<file path="src/rtl/wb_stream_writer_ctrl_if.sv">
// rtl/wb_stream_writer_ctrl_if.sv - Wishbone read-master and stream FIFO write bundle
//
// Purpose: groups the Wishbone master signals and the downstream FIFO write
// port of wb_stream_writer_ctrl.
// Modports:
//   master : controller side (drives wbm_* requests, fifo_d/fifo_wr; reads
//            wbm_dat_i/ack/err and fifo_cnt)
//   slave  : bus/FIFO side (the mirror image)
interface wb_stream_writer_ctrl_if #(
  parameter int WB_AW   = 32,
  parameter int WB_DW   = 32,
  parameter int FIFO_AW = 4
);
  logic [WB_AW-1:0]   wbm_adr_o;
  logic [WB_DW-1:0]   wbm_dat_o;
  logic [WB_DW/8-1:0] wbm_sel_o;
  logic               wbm_we_o;
  logic               wbm_cyc_o;
  logic               wbm_stb_o;
  logic [2:0]         wbm_cti_o;
  logic [1:0]         wbm_bte_o;
  logic [WB_DW-1:0]   wbm_dat_i;
  logic               wbm_ack_i;
  logic               wbm_err_i;
  logic [WB_DW-1:0]   fifo_d;
  logic               fifo_wr;
  logic [FIFO_AW:0]   fifo_cnt;

  modport master (
    output wbm_adr_o, wbm_dat_o, wbm_sel_o, wbm_we_o, wbm_cyc_o, wbm_stb_o,
    output wbm_cti_o, wbm_bte_o,
    input  wbm_dat_i, wbm_ack_i, wbm_err_i,
    output fifo_d, fifo_wr,
    input  fifo_cnt
  );

  modport slave (
    input  wbm_adr_o, wbm_dat_o, wbm_sel_o, wbm_we_o, wbm_cyc_o, wbm_stb_o,
    input  wbm_cti_o, wbm_bte_o,
    output wbm_dat_i, wbm_ack_i, wbm_err_i,
    input  fifo_d, fifo_wr,
    output fifo_cnt
  );
endinterface

</file>
<file path="src/rtl/wb_stream_writer_ctrl.sv">
// rtl/wb_stream_writer_ctrl.sv - Wishbone burst-read master filling a stream FIFO from a circular buffer
//
// Purpose: reads a memory buffer once per enable pulse in fixed-length linear
// bursts, starting a burst only when the FIFO can hold all of it, and writes
// every acknowledged word into the FIFO.
// Ports:
//   wb_clk_i, wb_rst_i : clock, asynchronous active-high reset
//   bus                : Wishbone master + FIFO write port (master modport)
//   busy, err          : transfer in progress, sticky bus-error flag
//   enable             : start request (ignored while busy)
//   tx_cnt             : word index of the next beat
//   start_adr, buf_size, burst_size : buffer base (bytes), size (bytes), words per burst
module wb_stream_writer_ctrl #(
  parameter int WB_AW         = 32,
  parameter int WB_DW         = 32,
  parameter int FIFO_AW       = 4,
  parameter int MAX_BURST_LEN = 16
) (
  input  logic                      wb_clk_i,
  input  logic                      wb_rst_i,
  wb_stream_writer_ctrl_if.master   bus,
  output logic                      busy,
  output logic                      err,
  input  logic                      enable,
  output logic [WB_AW-1:0]          tx_cnt,
  input  logic [WB_AW-1:0]          start_adr,
  input  logic [WB_AW-1:0]          buf_size,
  input  logic [WB_AW-1:0]          burst_size
);

  localparam int LG_BPW = $clog2(WB_DW / 8);
  localparam int BCW    = $clog2(MAX_BURST_LEN) + 1;
  localparam logic [FIFO_AW:0] DEPTH = {1'b1, {FIFO_AW{1'b0}}};

  typedef enum logic [1:0] {
    ST_IDLE   = 2'd0,
    ST_ACTIVE = 2'd1
  } state_t;

  state_t           state_q, state_d;
  logic             busy_q, busy_d;
  logic             err_q, err_d;
  logic             cyc_q, cyc_d;
  logic [WB_AW-1:0] tx_cnt_q, tx_cnt_d;
  logic [BCW-1:0]   burst_cnt_q, burst_cnt_d;

  logic [WB_AW-1:0] words;
  logic             last_adr;
  logic [FIFO_AW:0] space;
  logic             space_ok;
  logic             burst_end;

  assign words    = buf_size >> LG_BPW;
  assign last_adr = (tx_cnt_q == words - 1'b1);
  // Free FIFO slots, widened before comparing so large burst_size values never alias.
  assign space    = DEPTH - bus.fifo_cnt;
  assign space_ok = ({{(WB_AW-FIFO_AW-1){1'b0}}, space} >= burst_size);
  // A burst closes on its programmed length or at the buffer end, whichever comes first.
  assign burst_end = ({{(WB_AW-BCW){1'b0}}, burst_cnt_q} == burst_size - 1'b1) | last_adr;

  always_comb begin
    state_d     = state_q;
    busy_d      = busy_q;
    err_d       = err_q;
    tx_cnt_d    = tx_cnt_q;
    burst_cnt_d = burst_cnt_q;
    case (state_q)
      ST_IDLE: begin
        burst_cnt_d = '0;
        if (enable && !busy_q) begin
          busy_d = 1'b1;
          err_d  = 1'b0;
        end
        // Uses the registered busy, so the first burst starts one edge after enable.
        if (busy_q && space_ok && (burst_size != '0)) begin
          state_d = ST_ACTIVE;
        end
      end
      ST_ACTIVE: begin
        if (bus.wbm_err_i) begin
          state_d = ST_IDLE;
          busy_d  = 1'b0;
          err_d   = 1'b1;
        end else if (bus.wbm_ack_i) begin
          burst_cnt_d = burst_cnt_q + BCW'(1);
          tx_cnt_d    = last_adr ? '0 : tx_cnt_q + 1'b1;
          if (burst_end) begin
            state_d = ST_IDLE;
            if (last_adr) begin
              busy_d = 1'b0;
            end
          end
        end
      end
      default: begin
        state_d     = ST_IDLE;
        burst_cnt_d = '0;
      end
    endcase
    cyc_d = (state_d == ST_ACTIVE);
  end

  always_ff @(posedge wb_clk_i or posedge wb_rst_i) begin
    if (wb_rst_i) begin
      state_q     <= ST_IDLE;
      busy_q      <= 1'b0;
      err_q       <= 1'b0;
      cyc_q       <= 1'b0;
      tx_cnt_q    <= '0;
      burst_cnt_q <= '0;
    end else begin
      state_q     <= state_d;
      busy_q      <= busy_d;
      err_q       <= err_d;
      cyc_q       <= cyc_d;
      tx_cnt_q    <= tx_cnt_d;
      burst_cnt_q <= burst_cnt_d;
    end
  end

  assign bus.wbm_adr_o = start_adr + (tx_cnt_q << LG_BPW);
  assign bus.wbm_dat_o = '0;
  assign bus.wbm_sel_o = '1;
  assign bus.wbm_we_o  = 1'b0;
  assign bus.wbm_cyc_o = cyc_q;
  assign bus.wbm_stb_o = cyc_q;
  assign bus.wbm_cti_o = !cyc_q ? 3'b000 : (burst_end ? 3'b111 : 3'b010);
  assign bus.wbm_bte_o = 2'b00;

  // Combinational so the FIFO captures the word on the same edge as the ack.
  assign bus.fifo_d  = bus.wbm_dat_i;
  assign bus.fifo_wr = bus.wbm_ack_i & cyc_q & ~bus.wbm_err_i;

  assign busy   = busy_q;
  assign err    = err_q;
  assign tx_cnt = tx_cnt_q;

endmodule
</file>
<file path="src/flat_wrapper.sv">
// flat-port wrapper written by rule: the top's interface ports become plain ports
module wb_stream_writer_ctrl_flat 
#(
  parameter int WB_AW         = 32,
  parameter int WB_DW         = 32,
  parameter int FIFO_AW       = 4,
  parameter int MAX_BURST_LEN = 16
)
  (wb_clk_i, wb_rst_i, busy, err, enable, tx_cnt, start_adr, buf_size, burst_size, bus_wbm_adr_o, bus_wbm_dat_o, bus_wbm_sel_o, bus_wbm_we_o, bus_wbm_cyc_o, bus_wbm_stb_o, bus_wbm_cti_o, bus_wbm_bte_o, bus_wbm_dat_i, bus_wbm_ack_i, bus_wbm_err_i, bus_fifo_d, bus_fifo_wr, bus_fifo_cnt);
  wb_stream_writer_ctrl_if #(.WB_AW(WB_AW), .WB_DW(WB_DW), .FIFO_AW(FIFO_AW)) bus_i ();
  input  logic wb_clk_i;
  input  logic wb_rst_i;
  output logic busy;
  output logic err;
  input  logic enable;
  output logic [WB_AW-1:0] tx_cnt;
  input  logic [WB_AW-1:0] start_adr;
  input  logic [WB_AW-1:0] buf_size;
  input  logic [WB_AW-1:0] burst_size;
  output wire logic [$bits(bus_i.wbm_adr_o)-1:0] bus_wbm_adr_o;
  output wire logic [$bits(bus_i.wbm_dat_o)-1:0] bus_wbm_dat_o;
  output wire logic [$bits(bus_i.wbm_sel_o)-1:0] bus_wbm_sel_o;
  output wire logic [$bits(bus_i.wbm_we_o)-1:0] bus_wbm_we_o;
  output wire logic [$bits(bus_i.wbm_cyc_o)-1:0] bus_wbm_cyc_o;
  output wire logic [$bits(bus_i.wbm_stb_o)-1:0] bus_wbm_stb_o;
  output wire logic [$bits(bus_i.wbm_cti_o)-1:0] bus_wbm_cti_o;
  output wire logic [$bits(bus_i.wbm_bte_o)-1:0] bus_wbm_bte_o;
  input wire logic [$bits(bus_i.wbm_dat_i)-1:0] bus_wbm_dat_i;
  input wire logic [$bits(bus_i.wbm_ack_i)-1:0] bus_wbm_ack_i;
  input wire logic [$bits(bus_i.wbm_err_i)-1:0] bus_wbm_err_i;
  output wire logic [$bits(bus_i.fifo_d)-1:0] bus_fifo_d;
  output wire logic [$bits(bus_i.fifo_wr)-1:0] bus_fifo_wr;
  input wire logic [$bits(bus_i.fifo_cnt)-1:0] bus_fifo_cnt;
  assign bus_wbm_adr_o = bus_i.wbm_adr_o;
  assign bus_wbm_dat_o = bus_i.wbm_dat_o;
  assign bus_wbm_sel_o = bus_i.wbm_sel_o;
  assign bus_wbm_we_o = bus_i.wbm_we_o;
  assign bus_wbm_cyc_o = bus_i.wbm_cyc_o;
  assign bus_wbm_stb_o = bus_i.wbm_stb_o;
  assign bus_wbm_cti_o = bus_i.wbm_cti_o;
  assign bus_wbm_bte_o = bus_i.wbm_bte_o;
  assign bus_i.wbm_dat_i = bus_wbm_dat_i;
  assign bus_i.wbm_ack_i = bus_wbm_ack_i;
  assign bus_i.wbm_err_i = bus_wbm_err_i;
  assign bus_fifo_d = bus_i.fifo_d;
  assign bus_fifo_wr = bus_i.fifo_wr;
  assign bus_i.fifo_cnt = bus_fifo_cnt;
  wb_stream_writer_ctrl #(.WB_AW(WB_AW), .WB_DW(WB_DW), .FIFO_AW(FIFO_AW), .MAX_BURST_LEN(MAX_BURST_LEN)) u_core (.wb_clk_i(wb_clk_i), .wb_rst_i(wb_rst_i), .bus(bus_i), .busy(busy), .err(err), .enable(enable), .tx_cnt(tx_cnt), .start_adr(start_adr), .buf_size(buf_size), .burst_size(burst_size));
endmodule
</file>
<file path="config.mk">
export PLATFORM = sky130hd
export DESIGN_NAME = wb_stream_writer_ctrl_flat
export DESIGN_NICKNAME = d
export VERILOG_FILES = /design/src/rtl/wb_stream_writer_ctrl_if.sv /design/src/rtl/wb_stream_writer_ctrl.sv /design/src/flat_wrapper.sv
export SDC_FILE = /design/constraint.sdc
export NUM_CORES = 1
export LEC_CHECK = 0
export BUFFER_PORTS_ARGS = -buffer_cell sky130_fd_sc_hd__buf_2
export CAP_MARGIN = 20
export CORE_UTILIZATION = 45
export CTS_BUF_LIST = sky130_fd_sc_hd__clkbuf_2 sky130_fd_sc_hd__clkbuf_4 sky130_fd_sc_hd__clkbuf_8
export CTS_CLUSTER_DIAMETER = 30
export CTS_CLUSTER_SIZE = 20
export DETAILED_ROUTE_END_ITERATION = 8
export PLACE_DENSITY = 0.9
export SLEW_MARGIN = 15
export SYNTH_ARGS = -nofsm -noshare
export SYNTH_HDL_FRONTEND = slang
export SYNTH_SLANG_ARGS = --single-unit
</file>
<file path="constraint.sdc">
create_clock -name wb_clk_i -period 2.94 [get_ports wb_clk_i]
set_input_delay 0.294 -clock wb_clk_i [delete_from_list [all_inputs] [get_ports wb_clk_i]]
set_output_delay 0.294 -clock wb_clk_i [all_outputs]
set_load 0.01 [all_outputs]
</file>
==> metrics.md <==
| Metric | Value |
|---|---|
| Power Total | `1.63 mW` |
| Pin count of the biggest net entering global routing | `43` |
| CP startpoint | `u_core.tx_cnt[0]$_DFFE_PP0P_` |
| Synth Cell Area | `0.00607 mm^2` |
| Final setup viols | `26` |
| Gr ovfl total | `0` |
| Final period utilization | `1.15` |
| Min setup slack post-route | `-0.440 ns` |
| Fin Hold WS | `0.111 ns` |
| CP Depth | `15` |
| Die H | `118 um` |
| Arrival @ worst endpoint | `3.09 ns` |
| Worst setup endpoint | `bus_wbm_adr_o[20]` |
| Vias per cell | `5.68` |
| Failing checks | `negative setup slack` |
| Fill cells | `1070` |
| Delay-heaviest family, CP | `compound AO/OA/AOI/OAI gates` |
| Crit Path Max Fanout | `3` |
| Number of synthesized flops with an enable pin | `0` |
| Synth unique cells | `77` |
| # port buffers | `171` |
| Worst EP required | `2.65 ns` |
| Slowest stage delay, CP | `0.39 ns` |
| Ys flop type | `dfrtp_1` |
| Buf/Inv on CP | `4` |
| Reg2reg end | `u_core.tx_cnt[14]$_DFFE_PP0P_` |
| # H-tree levels | `2` |
| Pins Over Slew Limit | `0` |
| Outcome | `complete, but fails checks` |
| Critical-path top delay cell | `dfrtp_2` |
| Unrepaired setup endpoints after global routing | `yes` |
| Final ANT Viol Nets | `0` |
| Yosys warnings | `0` |
| Number of synthesized register bits | `42` |
| Asr flop ratio synth | `1.00` |
| Max Cap Viol | `0` |
| Final min period | `3.38 ns` |
| Clock sink count | `42` |
| Post-DR wirelength/cell | `16.5 um` |
| DR vias | `7050` |
| CTS tree | `yes` |
| Drt first-iter violations | `382` |
| Detailed-route DRC error count | `0` |
| Hold Violations, Final | `0` |
| Initial core utilization | `0.460` |
| CTS clk-pin slew, worst paths | `0.09 ns` |
| CP Launch Type | `flip-flop` |
| Synthesis-to-layout area growth | `37.7%` |
| Worst-skew pair later-pin latency | `0.30 ns` |
| Number of global-route vias before repair | `6422` |
| Mapped Cells | `795` |
| Fin Clk Skew | `0.00686 ns` |
| Die area | `0.0140 mm^2` |
| Slew headroom | `0.616` |
| Reg2Reg Setup Slack | `0.06 ns` |
| Largest buffer count on any clock path | `2` |
| GPL Wtd Cong | `0.955` |
| CTS Buf Count | `5` |
| Leak Pwr | `4.12 nW` |
| Pwr/cell area | `195 mW/mm^2` |
| Row count | `42` |
| Initial antenna violation count | `0` |
| Slew @ Worst Pin | `0.576 ns` |
| Critical-path cell list | `ha_4 -> inv_2 -> fa_2 -> nor2b_2 -> o31a_1 -> o31ai_4 -> o31a_1 -> buf_4 -> buf_6 -> o21ai_2 -> a21o_1 -> a21oi_2 -> nor4b_2 -> nand4b_1 -> buf_2` |
| CP Class | `reg2out` |
| FMAX | `296 MHz` |
| CP most frequent cell | `o31a_1` |
| Mapped Avg Cell Area | `7.63 um^2` |
| Worst Setup End Kind | `output port` |
| I/O pin total | `281` |
| Hold crit path type | `in2async` |
| Post-DP HPWL | `14900 um` |
| Antenna Cells | `0` |
| Worst R2R Path Depth | `11` |
| Core area | `0.0132 mm^2` |
| Share of layout cells above drive strength 1 | `0.389` |
| Register area share after synthesis | `0.173` |
| Root Buffer | `clkbuf_8` |
| Nets | `1243` |
| Worst r2r src | `u_core.tx_cnt[3]$_DFFE_PP0P_` |
| DIE WIDTH | `118 um` |
| Hold Buf Count CTS | `0` |
| Drt total wl | `20500 um` |
| Max IR drop VDD | `0.000155 V` |
| DR pass1 iterations | `5` |
| Tot GR Track Use | `0.264` |
| Global-route wire length before repair | `30300 um` |
[worst register-to-register path: stages (launching register included)]
cell	delay [ns]
dfrtp_1	0.43
buf_4	0.18
xnor2_1	0.26
xnor2_1	0.13
o31ai_2	0.25
o21ai_0	0.14
a2111oi_1	0.39
and4_2	0.34
nand4b_4	0.19
nor2_8	0.22
clkbuf_16	0.20
nor2_1	0.05
[flip-flops by register name, indices dropped and copies added (netlist names)]
register,count
u_core.burst_cnt_q,5
u_core.bus.wbm_cyc_o,1
u_core.tx_cnt,32
u_core.state_q,2
u_core.busy,1
u_core.err,1
[metal layers]
metal  GRT usage  routed length, um  part of all wire
met5           0                  0                 0
met4      0.0913                824             0.040
met3      0.0305               1360             0.066
met2       0.482              10300              0.50
met1       0.317               7990              0.39
[where the power goes]
group	switching [mW]	internal, mW
Combinational	0.302	0.251
Clock	0.223	0.272
Sequential	0.00246	0.580
Total	0.528	1.10
[cells by family (layout without fill, tap and decap cells)]
logic type / count (synthesis) / in the layout / synth area share
multiplexers: 5 / 5 / 0.00846
AO/OA/AOI/OAI: 150 / 150 / 0.170
buffers and inverters: 122 / 354 / 0.129
other: 2 / 40 / 0.00124
flip-flops: 42 / 42 / 0.173
AND/OR/NAND/NOR: 337 / 337 / 0.294
XOR/XNOR: 97 / 97 / 0.140
adder cells (fa/ha/maj): 40 / 40 / 0.0837
[timing repair]
item | CTS | global route
pin swaps | 29 | 40
setup endpoints to repair | 19 | 54
hold endpoints to repair | 0 | 0
gates resized for setup | 40 | 48
cloned | 0 | 2
setup buffers | 6 | 8
[worst min-delay path by stage]
stage          slack [ns]  cells after the start                                end           from
4_1_cts              0.14                      3  u_core.burst_cnt_q[3]$_DFFE_PP0P_       wb_rst_i
3_5_place_dp         0.47                      3  u_core.burst_cnt_q[1]$_DFFE_PP0P_       wb_rst_i
5_1_grt              0.17                      3  u_core.burst_cnt_q[2]$_DFFE_PP0P_       wb_rst_i
6_report             0.11                      3  u_core.burst_cnt_q[1]$_DFFE_PP0P_       wb_rst_i
3_3_place_gp         0.46                      3        u_core.state_q[1]$_DFF_PP0_       wb_rst_i
2_1_floorplan        0.38                      1            u_core.busy$_DFFE_PP0P_  bus_wbm_err_i
[cell usage in the layout (no fill, tap or decap), drive strengths merged, types with 7 or more instances in the layout]
| cell type | count |
|---|---|
| buf | 315 |
| nor2 | 102 |
| xnor2 | 59 |
| nand2 | 54 |
| dfrtp | 42 |
| conb | 40 |
| ha | 39 |
| xor2 | 38 |
| a21oi | 31 |
| inv | 30 |
| o21ai | 29 |
| nand3 | 27 |
| nor3 | 27 |
| nand4 | 21 |
| nor4 | 21 |
| a21o | 15 |
| nand2b | 13 |
| and3 | 12 |
| or3 | 10 |
| o211ai | 9 |
| a31oi | 8 |
| clkbuf | 8 |
| or2 | 7 |
| or4 | 7 |
[through the flow]
step	TNS (ns)	instances	worst slack, ns	util	area, um^2
after floorplan	-1.38	833	-0.134	-	6270
after global placement	-10.73	1219	-0.343	0.582	7670
after detailed placement	-12.40	1219	-0.355	0.582	7670
after CTS	-3.71	1232	-0.411	0.606	7990
after global routing	-7.92	1241	-0.564	0.633	8350
final	-3.88	1241	-0.440	0.633	8350
[cells in the mapped netlist, drive strengths merged, types with 27 or more instances]
cell type	count	area, um^2
buf	83	636
nand2	54	203
nor3	27	135
xor2	38	333
nand3	27	135
dfrtp	42	1050
a21oi	31	155
o21ai	29	145
xnor2	59	517
inv	30	113
ha	39	488
nor2	102	399
[cell type report]
type                    instances  area [um^2]  area share
multi-input cells             669         4800       0.575
repair buffers                317         2040       0.244
flip-flops and latches         42         1050       0.126
well taps                     176          220      0.0264
inverters                      30          130      0.0156
clock buffers                   6         82.6     0.00989
clock inverters                 1         30.0     0.00360
Note: power is estimated with default switching activity, not from simulation.
